**src/rtl/line_option_generator_if.sv**
```systemverilog
// rtl/line_option_generator_if.sv - option FIFO write-port stream between the generator and the FIFO
interface line_option_generator_if #(
    parameter int SIZE = 3
);
    logic [SIZE-1:0] tdata;
    logic            tis_index;
    logic            tvalid;
    logic            tready;

    modport master (output tdata, output tis_index, output tvalid, input tready);
    modport slave  (input tdata, input tis_index, input tvalid, output tready);
endinterface

```
**src/rtl/line_option_generator.sv**
```systemverilog
// rtl/line_option_generator.sv - enumerates every legal block placement of one line into the option FIFO
module line_option_generator #(
    parameter int SIZE       = 3,
    parameter int MAX_CLUES  = 2,
    parameter int CNT_W      = 7,
    localparam int IW        = $clog2(2 * SIZE),
    localparam int NW        = $clog2(MAX_CLUES + 1),
    localparam int LW        = $clog2(SIZE + 1)
) (
    input  logic                         clk,
    input  logic                         rst_n,
    input  logic                         start_i,
    input  logic [IW-1:0]                line_ind_i,
    input  logic [NW-1:0]                num_clues_i,
    input  logic [MAX_CLUES-1:0][LW-1:0] clue_lens_i,
    line_option_generator_if.master      out_if,
    output logic                         busy_o,
    output logic                         done_o,
    output logic [CNT_W-1:0]             opt_count_o,
    output logic                         infeasible_o,
    output logic                         overflow_o
);
    // Wide enough for any block position plus a full suffix width without wrapping.
    localparam int SW = LW + NW + 1;
    localparam logic [CNT_W-1:0] CNT_MAX = '1;

    typedef enum logic [2:0] {
        S_IDLE,
        S_LOAD,
        S_IDX,
        S_OPT,
        S_DONE
    } state_t;

    state_t                       state_q, state_d;
    logic [IW-1:0]                ind_q, ind_d;
    logic [NW-1:0]                nc_q, nc_d;
    logic [MAX_CLUES-1:0][LW-1:0] len_q, len_d;
    logic [SW-1:0]                pos_q [MAX_CLUES];
    logic [SW-1:0]                pos_d [MAX_CLUES];
    logic [CNT_W-1:0]             cnt_q, cnt_d;
    logic                         inf_q, inf_d;
    logic                         ovf_q, ovf_d;

    logic [SW-1:0]                suf [MAX_CLUES];
    logic [SW-1:0]                left_pos [MAX_CLUES];
    logic [SW-1:0]                adv_pos [MAX_CLUES];
    logic                         adv_found;
    int                           adv_k;
    logic                         bad_clue;
    logic [SIZE-1:0]              opt_mask;

    // suf[k] = width of blocks k.. packed leftmost, each counted with one trailing gap.
    always_comb begin
        for (int k = 0; k < MAX_CLUES; k++) begin
            suf[k] = '0;
            for (int j = k; j < MAX_CLUES; j++) begin
                if (j < int'(nc_q)) begin
                    suf[k] = suf[k] + SW'(len_q[j]) + SW'(1);
                end
            end
        end
    end

    always_comb begin
        left_pos[0] = '0;
        for (int k = 1; k < MAX_CLUES; k++) begin
            left_pos[k] = left_pos[k-1] + SW'(len_q[k-1]) + SW'(1);
        end
        bad_clue = (int'(nc_q) > MAX_CLUES) || (suf[0] > SW'(SIZE + 1));
        for (int k = 0; k < MAX_CLUES; k++) begin
            if ((k < int'(nc_q)) && (len_q[k] == '0)) begin
                bad_clue = 1'b1;
            end
        end
    end

    // Block k may step right iff it plus everything after it, repacked, still ends inside the line.
    always_comb begin
        adv_found = 1'b0;
        adv_k     = 0;
        for (int k = 0; k < MAX_CLUES; k++) begin
            if ((k < int'(nc_q)) && (pos_q[k] + suf[k] <= SW'(SIZE))) begin
                adv_found = 1'b1;
                adv_k     = k;
            end
        end
        for (int k = 0; k < MAX_CLUES; k++) begin
            adv_pos[k] = (adv_found && (k == adv_k)) ? pos_q[k] + SW'(1) : pos_q[k];
        end
        for (int k = 1; k < MAX_CLUES; k++) begin
            if (adv_found && (k > adv_k)) begin
                adv_pos[k] = adv_pos[k-1] + SW'(len_q[k-1]) + SW'(1);
            end
        end
    end

    always_comb begin
        opt_mask = '0;
        for (int i = 0; i < SIZE; i++) begin
            for (int k = 0; k < MAX_CLUES; k++) begin
                if ((k < int'(nc_q)) && (SW'(i) >= pos_q[k]) &&
                    (SW'(i) < pos_q[k] + SW'(len_q[k]))) begin
                    opt_mask[i] = 1'b1;
                end
            end
        end
    end

    always_ff @(posedge clk or negedge rst_n) begin
        if (!rst_n) begin
            state_q <= S_IDLE;
            ind_q   <= '0;
            nc_q    <= '0;
            len_q   <= '0;
            cnt_q   <= '0;
            inf_q   <= 1'b0;
            ovf_q   <= 1'b0;
            for (int k = 0; k < MAX_CLUES; k++) begin
                pos_q[k] <= '0;
            end
        end else begin
            state_q <= state_d;
            ind_q   <= ind_d;
            nc_q    <= nc_d;
            len_q   <= len_d;
            cnt_q   <= cnt_d;
            inf_q   <= inf_d;
            ovf_q   <= ovf_d;
            pos_q   <= pos_d;
        end
    end

    always_comb begin
        state_d = state_q;
        ind_d   = ind_q;
        nc_d    = nc_q;
        len_d   = len_q;
        cnt_d   = cnt_q;
        inf_d   = inf_q;
        ovf_d   = ovf_q;
        pos_d   = pos_q;
        unique case (state_q)
            S_IDLE: begin
                if (start_i) begin
                    ind_d   = line_ind_i;
                    nc_d    = num_clues_i;
                    len_d   = clue_lens_i;
                    cnt_d   = '0;
                    inf_d   = 1'b0;
                    ovf_d   = 1'b0;
                    state_d = S_LOAD;
                end
            end
            S_LOAD: begin
                pos_d   = left_pos;
                inf_d   = bad_clue;
                state_d = S_IDX;
            end
            S_IDX: begin
                if (out_if.tready) begin
                    state_d = inf_q ? S_DONE : S_OPT;
                end
            end
            S_OPT: begin
                if (out_if.tready) begin
                    cnt_d = cnt_q + CNT_W'(1);
                    if (!adv_found) begin
                        state_d = S_DONE;
                    end else if (cnt_d == CNT_MAX) begin
                        ovf_d   = 1'b1;
                        state_d = S_DONE;
                    end else begin
                        pos_d = adv_pos;
                    end
                end
            end
            S_DONE: begin
                state_d = S_IDLE;
            end
            default: begin
                state_d = S_IDLE;
            end
        endcase
    end

    always_comb begin
        out_if.tvalid    = (state_q == S_IDX) || (state_q == S_OPT);
        out_if.tis_index = (state_q == S_IDX);
        out_if.tdata     = '0;
        if (state_q == S_IDX) begin
            out_if.tdata = SIZE'(ind_q);
        end else if (state_q == S_OPT) begin
            out_if.tdata = opt_mask;
        end
    end

    assign busy_o       = (state_q == S_LOAD) || (state_q == S_IDX) || (state_q == S_OPT);
    assign done_o       = (state_q == S_DONE);
    assign opt_count_o  = cnt_q;
    assign infeasible_o = inf_q;
    assign overflow_o   = ovf_q;
endmodule

```
**src/flat_wrapper.sv**
```systemverilog
// flat-port wrapper written by rule: the top's interface ports become plain ports
module line_option_generator_flat 
#(
    parameter int SIZE       = 3,
    parameter int MAX_CLUES  = 2,
    parameter int CNT_W      = 7,
    localparam int IW        = $clog2(2 * SIZE),
    localparam int NW        = $clog2(MAX_CLUES + 1),
    localparam int LW        = $clog2(SIZE + 1)
)
  (clk, rst_n, start_i, line_ind_i, num_clues_i, clue_lens_i, busy_o, done_o, opt_count_o, infeasible_o, overflow_o, out_if_tdata, out_if_tis_index, out_if_tvalid, out_if_tready);
  line_option_generator_if #(.SIZE(SIZE)) out_if_i ();
  input  logic clk;
  input  logic rst_n;
  input  logic start_i;
  input  logic [IW-1:0] line_ind_i;
  input  logic [NW-1:0] num_clues_i;
  input  logic [MAX_CLUES-1:0][LW-1:0] clue_lens_i;
  output logic busy_o;
  output logic done_o;
  output logic [CNT_W-1:0] opt_count_o;
  output logic infeasible_o;
  output logic overflow_o;
  output wire logic [$bits(out_if_i.tdata)-1:0] out_if_tdata;
  output wire logic [$bits(out_if_i.tis_index)-1:0] out_if_tis_index;
  output wire logic [$bits(out_if_i.tvalid)-1:0] out_if_tvalid;
  input wire logic [$bits(out_if_i.tready)-1:0] out_if_tready;
  assign out_if_tdata = out_if_i.tdata;
  assign out_if_tis_index = out_if_i.tis_index;
  assign out_if_tvalid = out_if_i.tvalid;
  assign out_if_i.tready = out_if_tready;
  line_option_generator #(.SIZE(SIZE), .MAX_CLUES(MAX_CLUES), .CNT_W(CNT_W)) u_core (.clk(clk), .rst_n(rst_n), .start_i(start_i), .line_ind_i(line_ind_i), .num_clues_i(num_clues_i), .clue_lens_i(clue_lens_i), .out_if(out_if_i), .busy_o(busy_o), .done_o(done_o), .opt_count_o(opt_count_o), .infeasible_o(infeasible_o), .overflow_o(overflow_o));
endmodule
```
**config.mk**
```make
export PLATFORM = sky130hd
export DESIGN_NAME = line_option_generator_flat
export DESIGN_NICKNAME = d
export VERILOG_FILES = /design/src/rtl/line_option_generator_if.sv /design/src/rtl/line_option_generator.sv /design/src/flat_wrapper.sv
export SDC_FILE = /design/constraint.sdc
export NUM_CORES = 1
export LEC_CHECK = 0
export ABC_AREA = 1
export CAP_MARGIN = 15
export CORE_MARGIN = 2
export CORE_UTILIZATION = 58
export CTS_CLUSTER_SIZE = 28
export DETAILED_ROUTE_END_ITERATION = 7
export PLACE_DENSITY_LB_ADDON = 0.05
export REMOVE_ABC_BUFFERS = 1
export SLEW_MARGIN = 5
export SYNTH_ARGS = -nofsm -noshare
export SYNTH_HDL_FRONTEND = slang
export SYNTH_SLANG_ARGS = --single-unit
```
**constraint.sdc**
```tcl
create_clock -name clk -period 5.6 [get_ports clk]
set_input_delay 1.12 -clock clk [delete_from_list [all_inputs] [get_ports clk]]
set_output_delay 1.12 -clock clk [all_outputs]
set_load 0.1 [all_outputs]
```
==> flow_summary.toml <==
[setup_path]
worstPathRequired_ps = 5810
cp_max_fo = 9
cp_common_cell = "inv_1"
max_stage_delay_ps = 510
cp_slowest_cell = "dfrtp_1"
r2r-end = "u_core.pos_q[2]"
path_class = "flop to flop"
end_kind = "flop"
cp.arrival_ps = 4800
ff2ff_setup_slack_ps = 1000
r2r-start = "u_core.len_q[1]"
worstRegToRegCells = 25
worst_setup_path_start_kind = "flop"

[floorplan]
pin_count = 29
core_um2 = 4629
die_w_um = 72.74
rows = 25
dieArea_um2 = 5290
die_h_um = 72.74
start_util_pct = 59.19

[clock_tree]
cts_buffer_depth = 2
htreeDepth = 2
cts.repair.resized = 0
cts_root_buf = "clkbuf_8"
path_clk_slew_ps = 70
cts_tree = "yes"
clock-sinks = 31
cts_buffers = 5
hold_buffers = 0
clkLatencyLatePin_ps = 280
post-cts-setup-buffer-count = 0

[cells_and_area]
drive_gt1_share_pct = 13.47
finalNetCount = 430
layout_commonest_cell = "nand2_1"
diodes = 0
mostFrequentLayoutCells = "62 x nand2_1, 43 x inv_1, 34 x nor2_1, 31 x dfrtp_1"
area.growth.synth_to_final_pct = 16.44
n_fill_cell = 408
final_cells = 440

[sta]
fin_crit_sh_pct = 82.12
finalSetupViolCount = 0
drv_slew = 0
rsz0062_at_grt = "no"
finalCriticalPeriod_ps = 4599
clock.fmax_ghz = 0.2174
finalHoldViolCount = 0
clock_skew_ps = 5.896
timing.max_slew.rel_slack_pct = 35.15
worst_slew_pin_slew_ps = 969.6
tns_ps = 0

[drt]
drcViolationCount = 0
post_drt_wl_per_cell_um = 14.43
vias = 2456
vias_per_cell = 5.582
dr.pass1.iters = 4
routed_wl_um = 6351
ant_nets = 0
dr.first_iter.drc_count = 197

[logic_synthesis]
syn_avg_cell_area_um2 = 7.762
synth-seq-cells = 31
synth_top_area_share_pct = 28.31
synthesis.area_um2 = 2740
synth_cell_types = 40
synth_top_area_cell = "dfrtp_1"
ys_async_sr_fraction_pct = 100.0
synth-edff-count = 0
ys_top_cells_by_area = "dfrtp_1 28%, ha_1 12%, nand2_1 8.5%"
synth_ff_type = "dfrtp_1"
ys.warnings.count = 0
synthesis.instances = 353
ys_seq_area_share_pct = 28.31

[global_route]
grt_pass1_wl_um = 10850
grt_util_all_layers_pct = 26.51
grt_pass1_vias = 2390
grt_max_degree = 32
grt_antenna_before_repair = 0
grt_overflow = 0

[worst_hold_path]
hold_depth = 1
hold_end = "u_core.overflow_o"
hold_class = "flop to flop"
worstHoldStart = "u_core.overflow_o"

[job]
maxCapViolCount = 0

[outcome]
status = "finished clean"

[placed_design]
io_buffer_count = 28
dp_hpwl_um = 4953
gp_congestion = 0.9572
dp_cells = 432
-- kinds of logic (layout without fill, tap and decap cells) --
logic type | Yosys count | in the layout | share of synthesized area, %
xor+xnor | 17 | 17 | 5.708
fa+ha+maj | 32 | 32 | 15.98
buf+inv | 56 | 89 | 7.945
compound gates | 62 | 62 | 14.61
simple gates | 151 | 151 | 25.80
mux | 4 | 4 | 1.644
flops | 31 | 31 | 28.31
-- flip-flops by register name, indices dropped and copies added (netlist names) --
name                 cells
u_core.opt_count_o       7
u_core.len_q             4
u_core.ind_q             3
u_core.infeasible_o      1
u_core.nc_q              2
u_core.state_q           3
u_core.pos_q            10
u_core.overflow_o        1
-- synthesized netlist by cell type (all sizes together), types with 2 or more instances --
cell type,n
nor4,2
dfrtp,31
nand2,67
nor3,6
xnor2,4
nor2,41
xor2,13
o21ai,24
fa,5
mux2,4
nand3,33
o22ai,7
clkbuf,3
o221ai,2
inv,52
o21a,2
a21o,2
a21oi,17
ha,27
-- worst max-delay path, delay by kind of cell (launching register included) --
kind	cells	cell delay [ps]
and+or+nand+nor	10	1140
DFF	1	510
xor gates and xnor gates	1	250
buffers and inverters	7	540
adders and majority gates	5	1600
AOI/OAI and AO/OA	2	430
-- worst max-delay path by stage --
stage / depth (start not counted) / endpoint / slack, ps / start
global route: 25 / u_core.pos_q[2] / 610 / u_core.len_q[1]
CTS: 25 / u_core.pos_q[2] / 1060 / u_core.len_q[1]
finish: 25 / u_core.pos_q[2] / 1000 / u_core.len_q[1]
global placement: 24 / u_core.pos_q[1] / 1240 / u_core.len_q[1]
floorplan: 4 / out_if_tdata[1] / 1190 / u_core.state_q[2]
detailed placement: 25 / u_core.pos_q[2] / 1080 / u_core.len_q[1]
-- metrics by stage --
step	setup WS (ps)	area, um^2	hold slack [ps]	util, %
final	1001	3191	507.0	68.92
after global routing	606.7	3191	515.2	68.92
after CTS	1061	3191	506.6	68.92
after detailed placement	1082	3073	481.4	66.38
after global placement	1243	3073	484.3	66.38
after floorplan	1189	2718	479.8	-
-- cell type report --
cell class | instances | area [um^2] | area share (%)
clock buffers | 6 | 82.58 | 2.588
flip-flops and latches | 31 | 775.7 | 24.31
clock inverters | 2 | 35.03 | 1.098
repair buffers | 29 | 287.8 | 9.020
multi-input cells | 266 | 1747 | 54.75
well taps | 54 | 67.56 | 2.118
inverters | 52 | 195.2 | 6.118
-- layer usage --
layer	wire, um	vias to the layer above	global-route usage (%)
met5	0	-	0
met4	157	0	11.32
met3	267	13	4.006
met2	3112	58	43.54
met1	2813	1156	34.83
li1	-	1229	-
Power is not shown: default switching activity piles up to over one toggle a cycle in this logic, so the estimate is an artifact.
==> RTL edit (config.mk and constraints unchanged) <==
Register the output `opt_count_o` once more, without a reset; this adds one clock of latency there. The other outputs are not delayed to match.
--- a/src/rtl/line_option_generator.sv
+++ b/src/rtl/line_option_generator.sv
@@ -197,7 +197,9 @@
 
     assign busy_o       = (state_q == S_LOAD) || (state_q == S_IDX) || (state_q == S_OPT);
     assign done_o       = (state_q == S_DONE);
-    assign opt_count_o  = cnt_q;
+    always_ff @(posedge clk) begin
+        opt_count_o <= cnt_q;
+    end
     assign infeasible_o = inf_q;
     assign overflow_o   = ovf_q;
 endmodule
Formal check against the unedited RTL: not equivalent (a bounded check fails within 10 cycles, from zero or initial values and one cycle with rst_n low).
==> RTL edit against the original RTL <==
Final cell count increased by 7.7%; sequential cell count grew 7; synthesized area rose by 3.1%; routed wire length up 2.2%; core utilization grew 0.75 points; setup slack got worse by 0.032 ns; non-clock buffer count increased by 2; final area rose by 3.1%; critical endpoint is now out_if_tdata[0].
Power is left out: the tool's default activity adds up to more than one toggle a clock period on the data nets, which glitch-free logic cannot reach.
==> RTL edit: results (changes against the original RTL) <==
Yosys
Sorting the synthesized cells by how often they occur yields nand2_1, inv_1, dfrtp_1. The compound-cell area share of the yosys netlist came to 12.62% (-2.0 points). The fraction of the mapped netlist area in adder cells was 15.50% (-0.48 points). The multiplexer share of the synthesized area came to 0.3543% (-1.3 points). The parity-gate share of the synthesized area counting xor and xnor cells was 4.030% (-1.7 points).

The post-synthesis async set-or-reset flop share is 81.58% (-18 points). The post-synthesis sequential area ratio is 32.42% (+4.1 points).

Min path
The worst min-delay path class is reg -> reg. In this run the most critical hold path is launched from u_core.cnt_q[5].

Worst setup path
The worst setup path category is reg -> out. The largest stage delay on the critical path is 0.96 ns (+0.45 ns). The arrival time at the worst endpoint is 3.51 ns (-1.29 ns). The launching instance or port of the critical path is u_core.pos_q[5]. The maximum net fanout on the critical path is 7 (-2).

The worst-path cell with the longest stage delay is clkdlybuf4s50_1.

STA
The actual slew at the worst max-slew pin is 0.9832 ns (+0.01352 ns). The final setup skew is 0.005992 ns (+0.00009617 ns). The share of the clock period used by the worst path after layout came to 82.70% (+0.58 points).

Status
The run finished with clean final reports.

Global routing
The global-route usage over all layers is 26.15% (-0.37 points). The global-route wire length before repair came to 10840 um (-0.13%). The via count of the first global-routing pass came to 2299 (-3.8%).

Finish
The share of cells above drive strength 1 was 6.880% (-6.6 points). The fill cell instance count of the final layout came to 405 (-0.74%). The count of nets after finishing came to 451 (+4.9%).

Detailed routing
The routed wire length per instance is 13.69 um (-5.2%). The average vias per placed instance is 5.335 (-4.4%).

Placement
The post-placement setup slack is 1.106 ns (+0.02424 ns).
==> RTL edit: cell types whose count changed after synthesis, sizes merged, moves of 4 or more <==
cell,delta
nand2,+26
inv,+6
xor2,-4
dfxtp,+7
a21oi,-5
mux2,-4
nor2,-13
==> RTL edit: cell type report <==
type / instances / area [um2] / area share (%)
Clock buffer: 5 / 68.82 / 2.091
Clock inverter: 3 / 45.04 / 1.369
Inverter: 58 / 217.7 / 6.616
Multi-Input combinational cell: 272 / 1657 / 50.34
Sequential cell: 38 / 915.9 / 27.83
Tap cell: 67 / 83.83 / 2.548
Timing Repair Buffer: 31 / 302.8 / 9.201
==> RTL edit: path summary, 6_finish.rpt <==
path / endpoint / cells after the start
min in group asynchronous: u_core.pos_q[8] / 2
worst max register to register: u_core.pos_q[1] / 25
worst min register to register: u_core.opt_count_o[5] / 0
worst min-delay path: u_core.opt_count_o[5] / 0
worst max-delay path: out_if_tdata[0] / 10
max in group asynchronous: u_core.pos_q[2] / 2
==> RTL edit: per-layer routing <==
layer / track usage [%] / part of all wire [%]
met5: 0 / 0
met4: 7.677 / 1.7
met3: 4.801 / 4.5
met2: 40.28 / 45
met1: 37.47 / 49
==> RTL edit: stage by stage <==
step                      area (um2)  hold slack (ns)  util [%]  std cells
after floorplan                 2790           0.3472         -        368
after global placement          3177           0.3544     67.26        466
after detailed placement        3177           0.3629     67.26        466
after CTS                       3291           0.3822     69.67        474
after global routing            3291           0.4014     69.67        474
final                           3291           0.3778     69.67        474
==> RTL edit: critical path, delay by kind of cell, from the launching register on <==
kind	cells	cell delay, ns
AOI/OAI and AO/OA	2	0.47
adders and majority gates	2	0.65
buffers and inverters	1	0.96
and+or+nand+nor	5	0.64
DFF	1	0.48
